===== src/rtl/gpio_pio_avs.sv =====
// Avalon-MM GPIO slave: LED outputs with atomic set/clear, synchronised switch/key inputs,
// key falling-edge capture and a maskable level interrupt. Define GPIO_DEBOUNCE_EN to add per-bit debouncers.
module gpio_pio_avs #(
    parameter int OUT_W     = 8,
    parameter int SW_W      = 8,
    parameter int KEY_W     = 2,
    parameter int DB_CYCLES = 50000
) (
    input  logic              clk_clk,
    input  logic              reset_reset,
    input  logic [2:0]        avs_address,
    input  logic              avs_read,
    input  logic              avs_write,
    input  logic [31:0]       avs_writedata,
    output logic [31:0]       avs_readdata,
    output logic [OUT_W-1:0]  led_export,
    input  logic [SW_W-1:0]   switch_export,
    input  logic [KEY_W-1:0]  key_export,
    output logic              irq
);

    typedef enum logic [2:0] {
        A_LED  = 3'd0,
        A_SW   = 3'd1,
        A_KEY  = 3'd2,
        A_EDGE = 3'd3,
        A_MASK = 3'd4,
        A_SET  = 3'd5,
        A_CLR  = 3'd6,
        A_NONE = 3'd7
    } addr_e;

    if (OUT_W < 1 || OUT_W > 32 || SW_W < 1 || SW_W > 32 ||
        KEY_W < 1 || KEY_W > 32 || DB_CYCLES < 2) begin : g_bad_param
        $error("gpio_pio_avs: parameter out of range");
    end

    // Switches and keys share one input vector; keys idle high (released).
    localparam int              IN_W   = SW_W + KEY_W;
    localparam logic [IN_W-1:0] IN_RST = {{KEY_W{1'b1}}, {SW_W{1'b0}}};

    addr_e            w_addr;
    logic [IN_W-1:0]  w_raw;
    logic [IN_W-1:0]  r_sync1;
    logic [IN_W-1:0]  r_sync2;
    logic [IN_W-1:0]  w_stable;
    logic [IN_W-1:0]  w_stable_next;
    logic [KEY_W-1:0] w_key_fall;
    logic [KEY_W-1:0] w_edge_clr;
    logic [31:0]      w_rdata;
    logic             w_unused;

    logic [OUT_W-1:0] r_led;
    logic [KEY_W-1:0] r_mask;
    logic [KEY_W-1:0] r_edge;
    logic [31:0]      r_readdata;

    assign w_addr = addr_e'(avs_address);
    assign w_raw  = {key_export, switch_export};

    // NOTE: sequential state uses non-blocking assignments so every flop samples pre-edge values.
    always_ff @(posedge clk_clk) begin
        if (reset_reset) begin
            r_sync1 <= IN_RST;
            r_sync2 <= IN_RST;
        end else begin
            r_sync1 <= w_raw;
            r_sync2 <= r_sync1;
        end
    end

`ifdef GPIO_DEBOUNCE_EN
    localparam int               CNT_W    = $clog2(DB_CYCLES);
    localparam logic [CNT_W-1:0] CNT_LAST = CNT_W'(DB_CYCLES - 1);

    logic [IN_W-1:0]  r_stable;
    logic [CNT_W-1:0] r_cnt [IN_W];

    // NOTE: combinational outputs get a default first so no path leaves them unassigned (no latch).
    always_comb begin
        w_stable_next = r_stable;
        for (int i = 0; i < IN_W; i++) begin
            if (r_sync2[i] != r_stable[i] && r_cnt[i] == CNT_LAST) begin
                w_stable_next[i] = r_sync2[i];
            end
        end
    end

    // NOTE: the counter array is small and must restart from zero, so every element is reset explicitly.
    always_ff @(posedge clk_clk) begin
        if (reset_reset) begin
            r_stable <= IN_RST;
            for (int i = 0; i < IN_W; i++) begin
                r_cnt[i] <= '0;
            end
        end else begin
            r_stable <= w_stable_next;
            for (int i = 0; i < IN_W; i++) begin
                if (r_sync2[i] == r_stable[i] || r_cnt[i] == CNT_LAST) begin
                    r_cnt[i] <= '0;
                end else if (r_cnt[i] != '1) begin
                    r_cnt[i] <= r_cnt[i] + CNT_W'(1);
                end
            end
        end
    end

    assign w_stable = r_stable;
`else
    assign w_stable      = r_sync2;
    assign w_stable_next = r_sync1;
`endif

    // A key edge is detected on the value the stable register is about to take.
    assign w_key_fall = w_stable[IN_W-1:SW_W] & ~w_stable_next[IN_W-1:SW_W];
    assign w_edge_clr = (avs_write && w_addr == A_EDGE) ? avs_writedata[KEY_W-1:0] : '0;

    always_comb begin
        w_rdata = '0;
        case (w_addr)
            A_LED:   w_rdata[OUT_W-1:0] = r_led;
            A_SW:    w_rdata[SW_W-1:0]  = w_stable[SW_W-1:0];
            A_KEY:   w_rdata[KEY_W-1:0] = w_stable[IN_W-1:SW_W];
            A_EDGE:  w_rdata[KEY_W-1:0] = r_edge;
            A_MASK:  w_rdata[KEY_W-1:0] = r_mask;
            default: w_rdata = '0;
        endcase
    end

    always_ff @(posedge clk_clk) begin
        if (reset_reset) begin
            r_led      <= '0;
            r_mask     <= '0;
            r_edge     <= '0;
            r_readdata <= '0;
        end else begin
            if (avs_write) begin
                case (w_addr)
                    A_LED:   r_led  <= avs_writedata[OUT_W-1:0];
                    A_SET:   r_led  <= r_led | avs_writedata[OUT_W-1:0];
                    A_CLR:   r_led  <= r_led & ~avs_writedata[OUT_W-1:0];
                    A_MASK:  r_mask <= avs_writedata[KEY_W-1:0];
                    default: ;
                endcase
            end
            // A new edge overrides a same-cycle clear of that bit.
            r_edge <= (r_edge & ~w_edge_clr) | w_key_fall;
            if (avs_read) begin
                r_readdata <= w_rdata;
            end
        end
    end

    assign avs_readdata = r_readdata;
    assign led_export   = r_led;
    assign irq          = |(r_edge & r_mask);
    assign w_unused     = ^{avs_writedata, w_stable_next};

endmodule


===== config.mk =====
export PLATFORM = sky130hd
export DESIGN_NAME = gpio_pio_avs
export DESIGN_NICKNAME = d
export VERILOG_FILES = /design/src/rtl/gpio_pio_avs.sv
export SDC_FILE = /design/constraint.sdc
export NUM_CORES = 1
export LEC_CHECK = 0
export CAP_MARGIN = 5
export CELL_PAD_IN_SITES_DETAIL_PLACEMENT = 0
export CELL_PAD_IN_SITES_GLOBAL_PLACEMENT = 1
export CORE_MARGIN = 2
export CORE_UTILIZATION = 29
export CTS_CLUSTER_DIAMETER = 120
export DETAILED_ROUTE_END_ITERATION = 7
export GPL_TIMING_DRIVEN = 0
export PLACE_DENSITY_LB_ADDON = 0.2
export SYNTH_ARGS = -nofsm -noshare
export SYNTH_HDL_FRONTEND = slang
export SYNTH_SLANG_ARGS = --single-unit

===== constraint.sdc =====
create_clock -name clk_clk -period 1.6 [get_ports clk_clk]
set_clock_uncertainty 0.15 [all_clocks]
set_input_delay 0.32 -clock clk_clk [delete_from_list [all_inputs] [get_ports clk_clk]]
set_output_delay 0.32 -clock clk_clk [all_outputs]
set_load 0.01 [all_outputs]

==> flow_summary.toml <==
[die]
io_pins = 90
start_util_pct = 29.83
die-height_um = 84.82
die-area_um2 = 7194
fp.coreArea_um2 = 6350
die_w_um = 84.82
num_rows = 29

[timing]
rsz0062_at_grt = "no"
setup_viol = 0
fin_crit_ps = 1564
timing.fmax_mhz = 639.6
setup_slack_ps = 36.40
drv_slew = 0
hold_viol_final = 0
whs_ps = 288.3
finalCritPeriodShare_pct = 97.72

[finish]
drive_above_1_share_pct = 25.66
fill_cells = 651
final_common_cell = "dfxtp_1"
syn_to_final_growth_pct = 37.38
n_antenna_cell = 0
post-route-util_pct = 40.99
finalInstanceArea_um2 = 2603
final_nets = 313
layout_common_cells = "dfxtp_1, nor2b_1, buf_4, conb_1, dlygate4sd2_1"

[detailed_routing]
routed_wirelength_um = 3906
drtIter0Drc = 52
vias = 1369
vias_per_cell = 4.003
wl_per_cell_um = 11.42
ant_nets = 0
drt_first_pass_iters = 4
drc = 0

[synth]
ys_seq_area_share_pct = 42.27
synth.avg_cell_area_um2 = 9.815
async_flop_share_pct = 0
yosys_register_bits = 40
yosys_most_used_dff = "dfxtp_1"
yosysWarnings = 0
synth_edf_count = 0
yosysUniqueCellTypes = 32
syn-cell-area_um2 = 1894
syn_inst = 193

[setup_path]
critPathRequiredTime_ps = 1130
cp-end-kind = "primary output"
worstPathBufferInverterCount = 1
critPathKind = "reg2out"
crit_path_max_fanout = 3
crit_path_start_kind = "flop"
arrival_ps = 1090
max_stage_delay_ps = 330
cpLargestDelayFamily = "flip-flops"
crit_chain = "a22o_1, clkdlybuf4s15_1"
critPathSlowestCell = "dfxtp_1"

[power_and_ir_drop]
seq_power_share_pct = 47.8
p_per_area_nw_per_um2 = 849.5
leakagePower_nw = 1.141
p_sw_mw = 0.5333
intPower_mw = 1.678
clkPwrFrac_pct = 37.3
peakVddDrop_mv = 0.3930
p_sw_share_pct = 24.12
power.total_mw = 2.211
pwr-share-comb_pct = 14.9

[cts]
cts.sinks = 40
cts.htree.levels = 2
holdBufCountCts = 0
clock_path_buffers = 2
cts_tree = "done"
worst_skew_pair.late_latency_ps = 290
clk_pin_slew_ps = 80
numCtsBuffers = 5
cts_root_buf = "clkbuf_8"

[place]
pre_cts_ws_ps = -398.5
gp_congestion = 0.8050
place_area_um2 = 2467
dp_hpwl_um = 2906
port_buffers = 39

[job]
maxCapViolCount = 0

[global_route]
first_global_vias = 1283
grt_overflow = 0
grt_first_pass_wirelength_um = 6368
grt_usage_pct = 11.37
grt_max_degree = 14
antenna_found_initial = 0

[min_path]
hp-class = "reg2reg"

[run_status]
outcome = "finished clean"
## cells in the mapped netlist (2+ instances only)
| master | number | area share, % |
|---|---|---|
| nand2_1 | 5 | 0.99 |
| and4bb_2 | 2 | 1.3 |
| or2_2 | 4 | 1.3 |
| nand3_1 | 8 | 2.1 |
| o221ai_1 | 8 | 3.7 |
| dfxtp_1 | 40 | 42 |
| nand4b_1 | 3 | 1.4 |
| nand2b_1 | 8 | 2.6 |
| a21oi_1 | 8 | 2.1 |
| buf_6 | 4 | 2.4 |
| mux2i_1 | 3 | 1.6 |
| clkbuf_1 | 4 | 0.79 |
| o211ai_1 | 2 | 0.79 |
| o21ai_0 | 3 | 0.79 |
| nor2b_1 | 24 | 7.9 |
| nor3b_2 | 2 | 1.3 |
| nor2_1 | 10 | 2.0 |
| inv_1 | 11 | 2.2 |
| buf_4 | 24 | 9.5 |
| mux2_2 | 8 | 4.8 |
## metal layers
layer	vias up	GRT usage [%]	routed length [um]
li1	742	-	-
met1	580	14.73	1839
met2	42	18.04	1770
met3	5	2.335	235
met4	0	5.628	62
met5	-	0	0
## sequential cells by signal, indices dropped and copies added (netlist names)
signal and count:
led_export 8, r_edge 2, avs_readdata 8, r_sync2 10, r_mask 2, r_sync1 10
## per-stage QoR
stage | instances | setup TNS (ps)
global placement | 332 | -6859
floorplan | 216 | 0
global route | 342 | 0
finish | 342 | 0
CTS | 342 | 0
detailed placement | 332 | -6763
## path summary, 6_finish.rpt
| check | startpoint | to | slack [ps] | cells past startpoint |
|---|---|---|---|---|
| setup / recovery | r_edge[1] | irq | 40 | 2 |
| hold / removal | r_sync1[8] | r_sync2[8] | 290 | 1 |
| setup reg to reg | led_export[1] | avs_readdata[1] | 440 | 3 |
| hold reg to reg | r_sync1[8] | r_sync2[8] | 290 | 1 |
## kinds of logic after synthesis
kind of cell	synth area share, %
and+or+nand+nor	23.58
buffers and inverters	14.86
DFF	42.27
AOI/OAI and AO/OA	11.03
muxes	6.341
xor gates and xnor gates	1.718
other	0.1980
## power groups by stage
stage	combinational, mW	sequential [mW]	clock [mW]
2_1_floorplan	0.205	1.08	0
3_5_place_dp	0.328	1.08	0
3_3_place_gp	0.328	1.08	0
5_1_grt	0.359	1.06	0.900
4_1_cts	0.332	1.06	0.853
6_report	0.329	1.06	0.824
## what timing repair did
| item | CTS | global route |
|---|---|---|
| endpoints found under the setup margin | 32 | 6 |
| pin swaps | 1 | 0 |
| gates cloned | 1 | 0 |
| buffers inserted | 1 | 0 |
| gates resized for setup | 29 | 1 |
## area by class of cell
class | count | area (um2) | share of cell area [%]
buffer | 32 | 240.2 | 9.231
clock buffer | 5 | 68.82 | 2.644
clock inverter | 3 | 42.54 | 1.635
inverter | 11 | 41.29 | 1.587
multi-input combinational | 133 | 910.9 | 35.00
sequential | 40 | 808.3 | 31.06
tap | 77 | 96.34 | 3.702
timing repair buffer | 41 | 394.1 | 15.14
Note: power is estimated with default switching activity, not from simulation.
